`src/rtl/disp_pkg.sv`:
```
// Shared types and elaboration helpers for the display-sharing arbiter.
package disp_pkg;

  localparam int unsigned NIBBLE_W = 4;
  localparam int unsigned DIGITS   = 4;
  localparam int unsigned VALUE_W  = NIBBLE_W * DIGITS;

  typedef enum logic [1:0] {
    StIdle = 2'd0,
    StHold = 2'd1,
    StOpen = 2'd2
  } state_e;

  function automatic int unsigned hold_cycles(input int unsigned freq_hz, input int unsigned ms);
    return freq_hz / 1000 * ms;
  endfunction

  function automatic int unsigned clog2(input int unsigned value);
    int unsigned r;
    r = 0;
    for (int unsigned i = 0; i < 32; i++) begin
      if ((64'd1 << i) < 64'(value)) r = i + 1;
    end
    return r;
  endfunction

endpackage

```
`src/rtl/rr_pick.sv`:
```
// Round-robin requester selection: first eligible req after 'last', skipping excluded ones.
module rr_pick
  import disp_pkg::*;
#(
  parameter int unsigned NREQ  = 3,
  parameter int unsigned IDX_W = 2
) (
  input  logic [NREQ-1:0]  req,
  input  logic [IDX_W-1:0] last,
  input  logic [NREQ-1:0]  excl,
  output logic [NREQ-1:0]  pick,
  output logic [IDX_W-1:0] pick_idx,
  output logic             valid
);

  int unsigned k;

  always_comb begin
    pick     = '0;
    pick_idx = '0;
    valid    = 1'b0;
    k        = 0;
    for (int unsigned i = 1; i <= NREQ; i++) begin
      k = (32'(last) + i) % NREQ;
      if (!valid && req[k] && !excl[k]) begin
        pick[k]  = 1'b1;
        pick_idx = IDX_W'(k);
        valid    = 1'b1;
      end
    end
  end

endmodule

```
`src/rtl/disp_share_arb.sv`:
```
// Shares one 4-digit 7-segment display among NREQ requesters, round-robin with minimum hold.
module disp_share_arb
  import disp_pkg::*;
#(
  parameter int unsigned NREQ        = 3,
  parameter int unsigned CLK_FREQ_HZ = 12000000,
  parameter int unsigned HOLD_MS     = 1000,
  parameter logic [15:0] IDLE_VALUE  = 16'h0000,
  parameter logic [3:0]  IDLE_DP     = 4'b0000
) (
  input  logic                      clk,
  input  logic                      reset,
  input  logic [NREQ-1:0]           req,
  input  logic [VALUE_W*NREQ-1:0]   data_in,
  input  logic [DIGITS*NREQ-1:0]    dp_in,
  output logic [NREQ-1:0]           gnt,
  output logic [NIBBLE_W-1:0]       hex0,
  output logic [NIBBLE_W-1:0]       hex1,
  output logic [NIBBLE_W-1:0]       hex2,
  output logic [NIBBLE_W-1:0]       hex3,
  output logic [DIGITS-1:0]         dp_out,
  output logic                      busy
);

  localparam int unsigned HOLD_CYCLES = hold_cycles(CLK_FREQ_HZ, HOLD_MS);
  localparam int unsigned CNT_W       = clog2(HOLD_CYCLES + 1);
  localparam int unsigned IDX_W       = (NREQ > 1) ? clog2(NREQ) : 1;

  state_e             state_q;
  logic [NREQ-1:0]    gnt_q;
  logic [IDX_W-1:0]   idx_q;
  logic [IDX_W-1:0]   last_q;
  logic [CNT_W-1:0]   cnt_q;
  logic [VALUE_W-1:0] value_q;
  logic [DIGITS-1:0]  dp_q;
  logic               busy_q;

  logic [NREQ-1:0]    pick;
  logic [IDX_W-1:0]   pick_idx;
  logic               pick_valid;
  logic               holder_req;
  logic               do_grant;
  logic               do_release;

  // Excluding the holder lets OPEN look for a challenger; in IDLE gnt_q is zero.
  rr_pick #(
    .NREQ  (NREQ),
    .IDX_W (IDX_W)
  ) u_pick (
    .req      (req),
    .last     (last_q),
    .excl     (gnt_q),
    .pick     (pick),
    .pick_idx (pick_idx),
    .valid    (pick_valid)
  );

  assign holder_req = |(req & gnt_q);

  always_comb begin
    do_grant   = 1'b0;
    do_release = 1'b0;
    unique case (state_q)
      StIdle: do_grant = pick_valid;
      StHold: begin
        if (!holder_req) begin
          do_grant   = pick_valid;
          do_release = !pick_valid;
        end
      end
      StOpen: begin
        if (!holder_req) begin
          do_grant   = pick_valid;
          do_release = !pick_valid;
        end else begin
          do_grant = pick_valid;
        end
      end
      default: do_release = 1'b1;
    endcase
  end

  always_ff @(posedge clk) begin
    if (reset) begin
      state_q <= StIdle;
      gnt_q   <= '0;
      idx_q   <= '0;
      last_q  <= IDX_W'(NREQ - 1);
      cnt_q   <= '0;
      value_q <= IDLE_VALUE;
      dp_q    <= IDLE_DP;
      busy_q  <= 1'b0;
    end else if (do_grant) begin
      state_q <= StHold;
      gnt_q   <= pick;
      idx_q   <= pick_idx;
      last_q  <= pick_idx;
      cnt_q   <= CNT_W'(HOLD_CYCLES - 1);
      value_q <= data_in[VALUE_W*pick_idx +: VALUE_W];
      dp_q    <= dp_in[DIGITS*pick_idx +: DIGITS];
      busy_q  <= 1'b1;
    end else if (do_release) begin
      state_q <= StIdle;
      gnt_q   <= '0;
      cnt_q   <= '0;
      value_q <= IDLE_VALUE;
      dp_q    <= IDLE_DP;
      busy_q  <= 1'b0;
    end else if (state_q != StIdle) begin
      // Holder keeps the display; follow its live data.
      value_q <= data_in[VALUE_W*idx_q +: VALUE_W];
      dp_q    <= dp_in[DIGITS*idx_q +: DIGITS];
      if (state_q == StHold) begin
        if (cnt_q == '0) state_q <= StOpen;
        else cnt_q <= cnt_q - 1'b1;
      end
    end
  end

  assign gnt    = gnt_q;
  assign hex0   = value_q[3:0];
  assign hex1   = value_q[7:4];
  assign hex2   = value_q[11:8];
  assign hex3   = value_q[15:12];
  assign dp_out = dp_q;
  assign busy   = busy_q;

endmodule
```
`config.mk`:
```
export PLATFORM = sky130hd
export DESIGN_NAME = disp_share_arb
export DESIGN_NICKNAME = d
export VERILOG_FILES = /design/src/rtl/disp_pkg.sv /design/src/rtl/rr_pick.sv /design/src/rtl/disp_share_arb.sv
export SDC_FILE = /design/constraint.sdc
export NUM_CORES = 1
export LEC_CHECK = 0
export ABC_CLOCK_PERIOD_IN_PS = 3600
export BUFFER_PORTS_ARGS = -buffer_cell sky130_fd_sc_hd__buf_2
export CORE_MARGIN = 2
export CORE_UTILIZATION = 55
export DETAILED_ROUTE_END_ITERATION = 16
export GPL_TIMING_DRIVEN = 0
export PLACE_DENSITY = 0.8
export SLEW_MARGIN = 20
export SYNTH_ARGS = -nofsm -noshare
export SYNTH_HDL_FRONTEND = slang
export SYNTH_SLANG_ARGS = --single-unit
```
`constraint.sdc`:
```
create_clock -name clk -period 3.6 [get_ports clk]
set_input_delay 0 -clock clk [delete_from_list [all_inputs] [get_ports clk]]
set_output_delay 0 -clock clk [all_outputs]
set_load 0.01 [all_outputs]
```
==> results of run 1 <==
-- tightest hold or removal path, stage by stage --
cell,delay [ns]
sky130_fd_sc_hd__buf_2,0.11
sky130_fd_sc_hd__mux2i_1,0.14
sky130_fd_sc_hd__o31ai_1,0.08
-- cells by family (layout without fill, tap and decap cells) --
kind of cell	after synthesis	in the layout	share of synthesized area, %
compound gates	186	186	32.97
xor+xnor	22	22	4.654
simple gates	156	156	20.82
mux	22	22	5.349
buf+inv	51	148	7.857
flops	53	53	25.63
fa+ha+maj	9	9	2.720
-- metrics by stage --
stage	hold WS (ns)	utilization (%)	cell area [sq um]
2_1_floorplan	0.06907	-	4140
3_3_place_gp	0.2625	64.86	4705
3_5_place_dp	0.2755	64.86	4705
4_1_cts	0.05017	66.38	4815
5_1_grt	0.05808	66.38	4815
6_report	0.04753	66.38	4815
-- flip-flops by register name (all words and copies together), names as in the netlist --
register / flops
last_q: 1
value_q: 16
cnt_q: 24
gnt: 3
state_q: 2
idx_q: 2
busy: 1
dp_out: 4
-- metal layers --
layer | wire (um) | vias up
met3 | 959 | 35
met5 | 0 | -
met4 | 317 | 0
met2 | 5858 | 225
met1 | 5089 | 2094
li1 | - | 2086
-- layout by cell type, fill, tap and decap left out, types with 9 or more instances in the layout --
cell type | synthesis | final
sky130_fd_sc_hd__o21ai_0 | 38 | 38
sky130_fd_sc_hd__xnor2_1 | 17 | 17
sky130_fd_sc_hd__ha_1 | 9 | 9
sky130_fd_sc_hd__o221a_1 | 10 | 10
sky130_fd_sc_hd__buf_2 | 3 | 91
sky130_fd_sc_hd__nand2_1 | 43 | 43
sky130_fd_sc_hd__buf_6 | 9 | 9
sky130_fd_sc_hd__dfxtp_1 | 53 | 53
sky130_fd_sc_hd__a21oi_1 | 47 | 47
sky130_fd_sc_hd__a2bb2oi_1 | 19 | 19
sky130_fd_sc_hd__clkbuf_8 | 5 | 11
sky130_fd_sc_hd__a31oi_1 | 21 | 21
sky130_fd_sc_hd__clkbuf_1 | 23 | 23
sky130_fd_sc_hd__nor2_1 | 24 | 24
sky130_fd_sc_hd__nor3_1 | 29 | 29
sky130_fd_sc_hd__mux2i_1 | 21 | 21
sky130_fd_sc_hd__o2bb2ai_1 | 20 | 20
sky130_fd_sc_hd__inv_1 | 9 | 9
sky130_fd_sc_hd__o221a_2 | 9 | 9
-- how the worst max path moves through the flow --
stage	startpoint	end	cells after the start
2_1_floorplan	idx_q[0]$_SDFFE_PP0P_	value_q[10]$_SDFFE_PP0P_	11
3_3_place_gp	idx_q[0]$_SDFFE_PP0P_	cnt_q[9]$_SDFFE_PP0P_	10
3_5_place_dp	idx_q[0]$_SDFFE_PP0P_	value_q[2]$_SDFFE_PP0P_	11
4_1_cts	idx_q[0]$_SDFFE_PP0P_	value_q[2]$_SDFFE_PP0P_	11
6_report	idx_q[0]$_SDFFE_PP0P_	dp_out[3]$_SDFFE_PP0P_	10
5_1_grt	idx_q[0]$_SDFFE_PP0P_	dp_out[3]$_SDFFE_PP0P_	10
-- area by class of cell --
class | instances | share of cell area, %
plain buffers | 42 | 6.055
clock buffers | 6 | 1.715
clock inverters | 2 | 0.3638
inverters | 9 | 0.7017
multi-input cells | 395 | 57.20
flip-flops and latches | 53 | 22.04
well taps | 99 | 2.573
repair buffers | 89 | 9.356
-- power by group through the flow --
stage / Clock, mW / Combinational [mW] / Sequential [mW]
6_report: 0.384 / 3.35 / 1.00
5_1_grt: 0.405 / 3.65 / 1.02
4_1_cts: 0.391 / 3.30 / 0.995
3_5_place_dp: 0 / 3.28 / 1.01
3_3_place_gp: 0 / 3.19 / 0.996
2_1_floorplan: 0 / 2.48 / 1.02
-- what timing repair did --
action | 4_1_cts | 5_1_grt
hold buffers | 1 | 0
setup endpoints to repair | 0 | 0
hold endpoints to repair | 4 | 0
==> results summary, run 1 <==
The growth of design area from synthesis to finish came out at 16.29%. The average instance area after synthesis came out at 8.297 sq um. For hold timing, the worst endpoint is dp_out[3]$_SDFFE_PP0P_. The die boundary width came out at 90.76 um.

The required time at the endpoint of the critical path came out at 3.79 ns. Setup repair after global routing left no endpoint under its margin. After clock tree synthesis, the setup repair step added 0 buffers. The met3 track utilization from global routing came out at 5.008%. Clock latency on the worst-skew pair, taken at its later pin, is 0.32 ns. The pin slew with the least headroom to its limit came out at 0.8958 ns.

In the global route stage, overall resource usage came out at 28.77%. The hold path depth came out at 3. The wire length of the first global-routing pass is 19820 um. The max-slew violation total from the final report came out at 0.

The overall die height is 90.76 um. Registers take 1061 sq um. The part of the power in registers is 21.1%. The via count of the first global-routing pass was 4244.

The number of H-tree branching levels is 2. The startpoint of the most critical hold path is dp_in[7]. The final weighted congestion in routability-driven placement is 0.8819. The fraction of registers with async set or reset after synthesis came out at 0%.

The worst pin sits at a relative slew slack of 39.50%. The global-route track usage on met1 came out at 35.63%. The number of enable flip-flop cells after synthesis came out at 0. The clock passes through at most 2 buffers. Together, buffers and inverters on the worst path number 3.

The count of vias placed by the detailed router is 4440. The time the final worst path needs with I/O delays and setup came out at 3.272 ns. The total core area is 7253 sq um. The portion of total power attributed to the clock network is 8.1%. The net switching component of the power is 2.321 mW.

Summed over all nets, the half-perimeter wirelength after detailed placement is 8739 um. The fraction of power consumed by combinational cells is 70.8%. In the post-synthesis netlist, the biggest area contributors are sky130_fd_sc_hd__dfxtp_1, sky130_fd_sc_hd__a21oi_1, sky130_fd_sc_hd__mux2i_1. The longest individual stage delay on the worst path is 0.66 ns. The fraction of synthesized cell area taken by the top area cell type is 25.63%. The count of input and output buffers is 88.

The start-to-end type of the worst setup path is reg2reg. The flow ran to the end, and the final reports show no timing, DRC or antenna violations. The number of antenna diodes in the final layout is 0. Summed over all layers, the routed wires come to 12220 um. The worst-case clock skew came out at 0.01215 ns. The count of boundary I/O pins is 89. Yosys printed 0 warnings. The worst min-delay path class is in2reg.

The number of library cell types mapped by synthesis came out at 59. The startpoint class of the critical path is a register. In this run the most used layer during global routing was met2. The multi-input combinational cells in the finished layout cover a total of 2754 sq um.

The maximum net fanout on the critical path came out at 10. The net count of the mapped netlist came out at 573. The finished layout holds 695 standard cells, fillers aside.

The part of the cycle the worst path needs came out at 90.89%. The final-stage net count came out at 669. The critical path endpoint category is a register. The switching portion of total power came out at 48.98%.

The most common cell in the synthesized netlist is sky130_fd_sc_hd__dfxtp_1. The clock net sink count is 53. The pre-CTS setup slack came out at 0.3712 ns.

In the synthesized netlist the dominant register cell turns out to be sky130_fd_sc_hd__dfxtp_1. The count of routing violations after the opening detailed-route iteration came out at 361. The gate count after technology mapping came out at 499. The number of inserted filler cells in the final layout is 649. The total power consumption of the routed design came out at 4.739 mW. The maximum number of pins on one net before global-route repair came out at 18.

Timing would allow up to 305.6 MHz. The routed wirelength normalized by instance count is 17.59 um. The clock tree from TritonCTS is done. The leading area contributor after synthesis is sky130_fd_sc_hd__dfxtp_1. The data arrival time at the worst-slack endpoint came out at 3.46 ns. The post-synthesis cell area is 4140 sq um. The minimum setup slack among reg-to-reg paths is 0.33 ns. The register clock-pin slew on the reported worst setup and hold paths is 0.11 ns. The worst reg2reg path depth is 10.

The via density per instance came out at 6.388. The remaining global-route overflow came out at 0. The floorplan row count is 31.

After clock tree synthesis, the repair step resized 0 gates. The post-layout worst setup margin is 0.3281 ns. The critical path's top delay family is simple AND/OR/NAND/NOR gates. The register bit total from synthesis is 53.

For this run, global-route usage on met2 was measured as 49.13%. The initial antenna violation count was 0. The worst register-to-register path begins at idx_q[0]$_SDFFE_PP0P_. The residual DRC count is 0. Max-cap violations in this run came to 0. By count the netlist is led by sky130_fd_sc_hd__dfxtp_1, sky130_fd_sc_hd__a21oi_1, sky130_fd_sc_hd__nand2_1, sky130_fd_sc_hd__o21ai_0, sky130_fd_sc_hd__nor3_1.

The maximum ir drop on the vdd rail came out at 596.7 uV. The endpoint identified for the worst register-to-register timing path is dp_out[3]$_SDFFE_PP0P_. The number of clock buffers added by TritonCTS is 5. Walking the worst path, the cells encountered are inv_1 -> ha_1 -> buf_6 -> nor4b_1 -> nor3_1 -> or2_2 -> clkbuf_1 -> a21oi_1 -> mux2i_1 -> o31ai_1.

The initial standard-cell utilization of the core is 57.08%. The share of final-layout standard cells stronger than drive strength 1 came out at 25.50%. The final-layout setup total negative slack is 0 ns. The share of the Yosys chip area taken by registers is 25.63%. The total power divided by cell area is 984.2 nW/um^2.

The leakage power total came out at 1.916 nW. The total internal power is 2.417 mW. The cell with the largest stage delay on the worst path is sky130_fd_sc_hd__nor4b_1. In this run the clock root is driven by a sky130_fd_sc_hd__clkbuf_8.

The number of hold-slack violations in the final timing report came out at 0. The detail route stage leaves a number of antenna-violating nets equal to 0. The number of placed instances, taps included is 686. The total setup violations reported at the end of the flow came out at 0. The floorplan step defined a die boundary enclosing 8237 sq um. The pre-antenna-repair detailed-routing pass consisted of 6 iterations.
(Power assumes the default switching activity.)
==> run 2, diff against run 1 <==
==> constraint.sdc (replaced) <==
create_clock -name clk -period 3.6 [get_ports clk]
set_input_delay 0.72 -clock clk [delete_from_list [all_inputs] [get_ports clk]]
set_output_delay 0.72 -clock clk [all_outputs]
set_load 0.01 [all_outputs]
==> results summary, run 2 (same netlist as run 1, synthesis figures left out) <==
The run finished with clean final reports. The worst slew slack as a fraction of its limit is 40.91%. The maximum ir drop on the vdd rail is 594.8 uV. On the final layout, the worst hold slack is 0.5359 ns. The register with the most flip-flops in the layout has 24 of them. The count of nets left with antenna violations after detail routing came out at 0. The max-cap check violation count is 0. Setup repair after global routing left no endpoint under its margin.

The global routing usage summed across all routing layers is 28.77%. STA puts the critical path data arrival time at 3.49 ns. Cells fill 66.24% of the core in the end. No sink is reached through more buffers than the 2 on the longest clock path. Gates resized during post-CTS repair numbered 0. The cell with the largest stage delay on the worst path is sky130_fd_sc_hd__or4_4. The wire length after detailed routing came out at 12190 um. From left edge to right edge, the die measures 90.76 um.

The initial antenna violation count was 0. The floorplan row count is 31. After detailed routing, the number of remaining DRC violations is 0. In this run the critical register-to-register path is captured at value_q[1]$_SDFFE_PP0P_. The register clock-pin slew on the reported worst setup and hold paths came out at 0.11 ns. After detailed placement, the design holds a cell count of 686. The worst-case clock skew came out at 0.01212 ns.

The upper clock frequency limit is 306.6 MHz. The wire length of the first global-routing pass is 19810 um. The top cell types in the final layout, fill and taps aside, are sky130_fd_sc_hd__buf_2, sky130_fd_sc_hd__dfxtp_1, sky130_fd_sc_hd__a21oi_1.

In the finished design, the share of the clock period the worst path needs comes to 90.59%. The net switching component of the power is 2.317 mW. Net switching is 48.95% of the power. The hold path depth came out at 1. The initial standard-cell utilization of the core came out at 57.08%. The remaining global-route overflow is 0. Grouping stages by cell kind, the critical path spends the most delay in simple AND/OR/NAND/NOR gates. Summing over every cut layer, the via total after detailed routing is 4460. The met2 routing resource usage after global routing is 49.07%. The fraction of power consumed by combinational cells came out at 70.8%. The number of inserted filler cells in the final layout came out at 650. The pin slew with the least headroom to its limit came out at 0.8750 ns. 0 antenna diodes ended up in the layout.

The tightest min-delay check is of the reg2reg type. For hold timing, the worst endpoint is value_q[9]$_SDFFE_PP0P_. The growth of design area from synthesis to finish is 16.05%. The layer flagged by global routing as most heavily used is met2. The total power consumption of the routed design came out at 4.734 mW. The die outline area came out at 8237 sq um. After the last flow step, the layout net total stands at 668. Hold repair after CTS inserted 0 buffers. Of the cells placed in the final design, the portion with a size suffix greater than 1 is 25.55%. The maximum number of pins on one net before global-route repair came out at 18. The longest individual stage delay on the worst path came out at 0.54 ns.

The time the final worst path needs with I/O delays and setup is 3.261 ns. The estimated wirelength of the detail-placed design came out at 8739 um. The H-tree was split into 2 levels. The count of input and output buffers came out at 88. The worst setup path is captured at a register.

The internal power of the cells totals 2.417 mW. In this run the power density over the cells is 985.4 nW/um^2. The register name with the most flops is cnt_q. The overall die height came out at 90.76 um. The global-route track usage on met1 is 35.58%.

Leaving out fill and tap cells, the most frequent cell in the layout is sky130_fd_sc_hd__buf_2. The clock net sink count came out at 53. The worst setup path is launched from a register. Global routing used 5.175% of the available met3 tracks.

The final-layout setup total negative slack is 0 ns. The cell occurring most often along the worst timing path is sky130_fd_sc_hd__buf_6. The first routing iteration left 292 violations.

The portion of total power attributed to the clock network came out at 8.1%. The worst setup path is of the reg2reg kind. The final weighted congestion in routability-driven placement is 0.8819. The minimum setup slack among reg-to-reg paths is 0.34 ns.

TritonCTS built the clock tree. The via density per instance is 6.427. In this run the standard cell core region covers 7253 sq um. In this run the count of I/O pins placed on the die edge is 89. The worst register-to-register path begins at idx_q[0]$_SDFFE_PP0P_. The clock latency of the later-clocked register in the worst-skew pair came out at 0.32 ns. Summed over all cells, the static leakage comes to 1.912 nW. The depth of the critical timing path with buffers and inverters included came out at 11. The post-route non-filler standard cell count came out at 694.

Together, buffers and inverters on the worst path number 4. The max-slew violation total from the final report is 0. Data on the critical path is required at its endpoint by 3.83 ns. The critical path starts at idx_q[0]$_SDFFE_PP0P_. Buffers added to address setup during post-CTS repair amount to 0. Counting cells, the worst reg-to-reg path comes to 11.

The number of hold-slack violations in the final timing report came out at 0. The tree is rooted in a sky130_fd_sc_hd__clkbuf_8. The total setup violations reported at the end of the flow came out at 0. The part of the power in registers came out at 21.1%. The critical path goes through inv_1 -> ha_1 -> buf_6 -> nor4bb_4 -> or3_4 -> or4_4 -> buf_6 -> o21ai_4 -> buf_6 -> o2bb2ai_1 -> o221a_1. The number of clock buffers inserted by TritonCTS is 5.

The pre-antenna-repair detailed-routing pass consisted of 5 iterations. Of all nets on the critical path, the largest fanout is 10. Dividing the detail-routed wire length by the instance count gives 17.57 um.

The via count of the first global-routing pass is 4241. In this run the most critical hold path is launched from value_q[9]$_SDFFE_PP0P_.
run 2: changes by cell type in the layout (fill, tap and decap cells not counted), sizes merged:
cell,change
dlygate4sd3,-1
run 2: area by class of cell:
type	instances	area (sq um)	area share, %
flip-flops and latches	53	1061	22.08
clock inverters	2	17.52	0.3646
well taps	99	123.9	2.578
repair buffers	88	440.4	9.167
clock buffers	6	82.58	1.719
plain buffers	42	291.5	6.068
multi-input cells	395	2754	57.32
inverters	9	33.78	0.7031
run 2: metrics by stage:
stage	worst slack, ns	cell area (sq um)
after global routing	0.1126	4805
after CTS	0.3576	4805
after detailed placement	0.3712	4705
final	0.3388	4805
after global placement	0.4090	4705
after floorplan	0.6842	4140
run 2: worst max path at each step:
stage | end | slack (ns)
global placement | cnt_q[9]$_SDFFE_PP0P_ | 0.41
floorplan | value_q[10]$_SDFFE_PP0P_ | 0.68
CTS | value_q[2]$_SDFFE_PP0P_ | 0.36
global route | dp_out[3]$_SDFFE_PP0P_ | 0.11
detailed placement | value_q[2]$_SDFFE_PP0P_ | 0.37
finish | value_q[1]$_SDFFE_PP0P_ | 0.34
run 2: power groups by stage:
stage	clock network, mW	logic [mW]	registers (mW)
global placement	0	3.19	0.996
detailed placement	0	3.28	1.01
global route	0.405	3.65	1.02
floorplan	0	2.48	1.02
finish	0.384	3.35	1.00
CTS	0.391	3.30	0.995
run 2: routing by layer:
layer	part of all wire, %	routed length [um]
met1	41	4998
met2	47	5775
met3	8.8	1075
met4	2.8	344
met5	0	0
==> run 3, diff against run 2 <==
- ABC_CLOCK_PERIOD_IN_PS: 3600 -> 4000
- PLACE_DENSITY: 0.8 -> 0.82
- SYNTH_HIERARCHICAL: not set -> 1
- clock period: 3.6 -> 4 ns (I/O delays scaled with it)
==> results summary, run 3 <==
The flow ran to the end, and the final reports show no timing, DRC or antenna violations. The maximum count of clock buffers along a single path came out at 2. Clock tree synthesis found a total of 53 sinks. In this run the most critical hold path is launched from busy$_SDFFE_PP0P_.

The final weighted congestion in routability-driven placement is 0.9314. After synthesis the netlist holds a flip-flop and latch count of 53. STA classifies the critical path endpoint as a register. Summed over all nets, wire length on met2 after detailed routing comes to 5204 um.

After detailed routing, the average wire length per cell comes to 16.39 um. The worst reg2reg path depth is 12. Setup violations remaining at the end of the flow were counted as 0. The sequential area share after synthesis came out at 28.64%. Setup repair after global routing left no endpoint under its margin. The most common cell in the synthesized netlist is sky130_fd_sc_hd__o21ai_0.

The total core area is 6422 sq um. After detailed routing, the wire length on met1 is 4597 um. The share of final-layout standard cells stronger than drive strength 1 is 20.38%. The flip-flop count of the largest register, all copies and words added is 24. Data on the critical path arrives at its endpoint at 3.91 ns. Leaving out fill and tap cells, the most frequent cells in the layout are sky130_fd_sc_hd__buf_2, sky130_fd_sc_hd__o21ai_0, sky130_fd_sc_hd__dfxtp_1. Among all flip-flop cells after synthesis, the most frequent one is sky130_fd_sc_hd__dfxtp_1. The max-slew violation total from the final report came out at 0. The critical path is of the reg2reg type. The wire length after detailed routing came out at 10750 um. For this configuration, the core starts out at a cell density of 57.69%.

The total power divided by cell area came out at 850.6 nW/um^2. The time the final worst path needs with I/O delays and setup is 3.679 ns. The placed cell area came out at 4237 sq um. The worst-case clock skew came out at 0.005640 ns. Leaving out fill and tap cells, the most frequent cell in the layout is sky130_fd_sc_hd__buf_2.

The die boundary width is 86.08 um. Clock latency on the worst-skew pair, taken at its later pin, is 0.31 ns. TritonCTS built the clock tree. Summed over all nets, the half-perimeter wirelength after detailed placement is 7830 um. The number of H-tree branching levels is 2. The floorplan row count is 29. Setup slack on the worst reg-to-reg path comes out at 0.32 ns. The fraction of synthesized cell area taken by the top area cell type came out at 28.64%. The via density per instance came out at 6.402. After synthesis, the share of flip-flops with an asynchronous set or reset is 0%. The floorplan step defined a die boundary enclosing 7409 sq um. The part of the cycle the worst path needs is 91.99%. The core utilization of the finished layout is 67.76%. For this run, the total global-route usage over all layers was measured as 28.64%. The maximum number of pins on one net before global-route repair came out at 18. The hold path depth came out at 2. For this run, design rule violations remaining after detail routing come to 0. The leakage power total came out at 1.720 nW.

The origin of the worst setup path is idx_q[0]$_SDFFE_PP0N_. The count of vias placed by the detailed router is 4200. The upper clock frequency limit came out at 271.8 MHz.

The maximum ir drop on the vdd rail is 441.4 uV. After synthesis, the mean cell area works out to 7.655 sq um. The net count of the mapped netlist is 558. The number of detailed-route iterations in the first pass came out at 4. The worst slew slack as a fraction of its limit is 50.56%. The number of hold-slack violations in the final timing report is 0. The maximum net fanout on the critical path is 10.

The pin slew with the least headroom to its limit came out at 0.7417 ns. The via count of the first global-routing pass is 3852. Compared with the post-synthesis result, the final layout area differs by 17.46%. The count of nets left with antenna violations after detail routing came out at 0.

The overall die height is 86.08 um. The total non-filler cell area in the finished layout is 4352 sq um. Across the run, the number of max-cap violations was 0. STA puts the critical path data required time at 4.23 ns.

The pre-CTS setup slack is 0.3851 ns. The endpoint identified for the worst register-to-register timing path is value_q[10]$_SDFFE_PP0P_. The worst hold path endpoint is busy$_SDFFE_PP0P_. The met3 layer wire length in the routed design is 754 um.

The cell chosen for the clock root is sky130_fd_sc_hd__clkbuf_8. The highest layer used for signal routing is met4. The number of enable flip-flop cells after synthesis is 0. Sorting the synthesized cells by area gives the leading types as sky130_fd_sc_hd__dfxtp_1, sky130_fd_sc_hd__mux2i_1, sky130_fd_sc_hd__o21ai_0. The number of warnings reported in the yosys synthesis log is 6.

Counting the buffers created by CTS gives 5. The final-layout setup total negative slack came out at 0 ns. The min-delay analysis places its worst path in the category reg2reg. The count of buffers added on input and output ports is 87.

The register clock-pin slew on the reported worst setup and hold paths is 0.10 ns. The final-stage net count is 652. In the synthesized netlist, the cells that appear most often are sky130_fd_sc_hd__o21ai_0, sky130_fd_sc_hd__dfxtp_1, sky130_fd_sc_hd__a21oi_1, sky130_fd_sc_hd__nand2_1, sky130_fd_sc_hd__mux2i_1. The initial antenna violation count came out at 0.

The gate count after technology mapping is 484. The wire length of the first global-routing pass came out at 17570 um. The count of routing violations after the opening detailed-route iteration is 342.

The worst register-to-register path begins at idx_q[0]$_SDFFE_PP0N_. In this run, distinct cell masters in the synthesized netlist total 58. The register name with the most flops is cnt_q. After layout, the worst setup slack is 0.3206 ns. The antenna diode instance count came out at 0. In this run the cell area of the synthesized design comes to 3705 sq um. The remaining global-route overflow came out at 0. The count of boundary I/O pins is 89. STA classifies the critical path startpoint as a register. The leading area contributor after synthesis is sky130_fd_sc_hd__dfxtp_1.
run 3: cell types whose count changed in the layout (fill, tap and decap cells not counted), moves of 10 or more:
cell / change
sky130_fd_sc_hd__a22oi_1: +22
sky130_fd_sc_hd__a2bb2oi_1: -16
sky130_fd_sc_hd__a31oi_1: -17
sky130_fd_sc_hd__mux2i_1: +19
sky130_fd_sc_hd__nor2_1: +11
sky130_fd_sc_hd__o21ai_0: +16
sky130_fd_sc_hd__o221a_1: -10
sky130_fd_sc_hd__o2bb2ai_1: -20
sky130_fd_sc_hd__xnor2_1: -16
run 3: kinds of logic (layout without fill, tap and decap cells):
logic type / count (synthesis) / in the layout / share of synthesized area [%]
AOI/OAI and AO/OA: 160 / 160 / 26.07
xor gates and xnor gates: 9 / 9 / 2.128
adders and majority gates: 9 / 9 / 3.040
buffers and inverters: 46 / 141 / 4.863
DFF: 53 / 53 / 28.64
muxes: 43 / 43 / 11.72
and+or+nand+nor: 164 / 164 / 23.54
run 3: timing repair:
| action | CTS | global route |
|---|---|---|
| resized for setup | 0 | 2 |
| endpoints found under the setup margin | 0 | 2 |
| setup buffers | 0 | 0 |
| hold buffers | 0 | 0 |
run 3: stage by stage:
stage	hold slack (ns)	instances	power (mW)
6_report	0.4851	656	3.702
5_1_grt	0.4882	656	4.007
4_1_cts	0.4818	656	3.665
3_5_place_dp	0.4670	648	3.284
3_3_place_gp	0.4554	648	3.206
2_1_floorplan	0.4454	484	2.658
run 3: area by class of cell:
cell class | instances | area (sq um)
inverter | 11 | 41.29
fill | 557 | 2071
sequential | 53 | 1061
timing repair buffer | 87 | 435.4
multi-input combinational | 385 | 2464
clock inverter | 3 | 46.29
tap | 77 | 96.34
clock buffer | 5 | 68.82
buffer | 35 | 138.9
run 3: power breakdown:
| group | switching [mW] | internal [mW] | total, mW | leakage, nW |
|---|---|---|---|---|
| Combinational | 1.49 | 0.935 | 2.43 | 1.23 |
| Sequential | 0.175 | 0.721 | 0.896 | 0.439 |
| Clock | 0.193 | 0.188 | 0.381 | 0.0543 |
run 3: worst max path at each step:
stage | endpoint | slack (ns)
4_1_cts | value_q[14]$_SDFFE_PP0P_ | 0.35
2_1_floorplan | dp_out[3]$_SDFFE_PP0P_ | 1.12
5_1_grt | value_q[14]$_SDFFE_PP0P_ | 0.002
3_3_place_gp | value_q[14]$_SDFFE_PP0P_ | 0.50
3_5_place_dp | value_q[14]$_SDFFE_PP0P_ | 0.39
6_report | value_q[10]$_SDFFE_PP0P_ | 0.32
run 3: critical path, cell delays in order, from the launching register on:
cell	delay [ns]
sky130_fd_sc_hd__dfxtp_1	0.48
sky130_fd_sc_hd__inv_1	0.10
sky130_fd_sc_hd__ha_1	0.39
sky130_fd_sc_hd__nor4bb_1	0.58
sky130_fd_sc_hd__nor3_2	0.14
sky130_fd_sc_hd__nand4_1	0.20
sky130_fd_sc_hd__nor2b_1	0.08
sky130_fd_sc_hd__o21ai_0	0.29
sky130_fd_sc_hd__and2_1	0.17
sky130_fd_sc_hd__clkbuf_1	0.36
sky130_fd_sc_hd__buf_1	0.45
sky130_fd_sc_hd__a22oi_1	0.16
sky130_fd_sc_hd__nor3_1	0.21
run 3: layer usage:
| layer | GRT usage, % | up-vias |
|---|---|---|
| li1 | - | 1978 |
| met3 | 4.139 | 21 |
| met5 | 0 | - |
| met4 | 8.802 | 0 |
| met2 | 48.70 | 202 |
| met1 | 37.45 | 1999 |
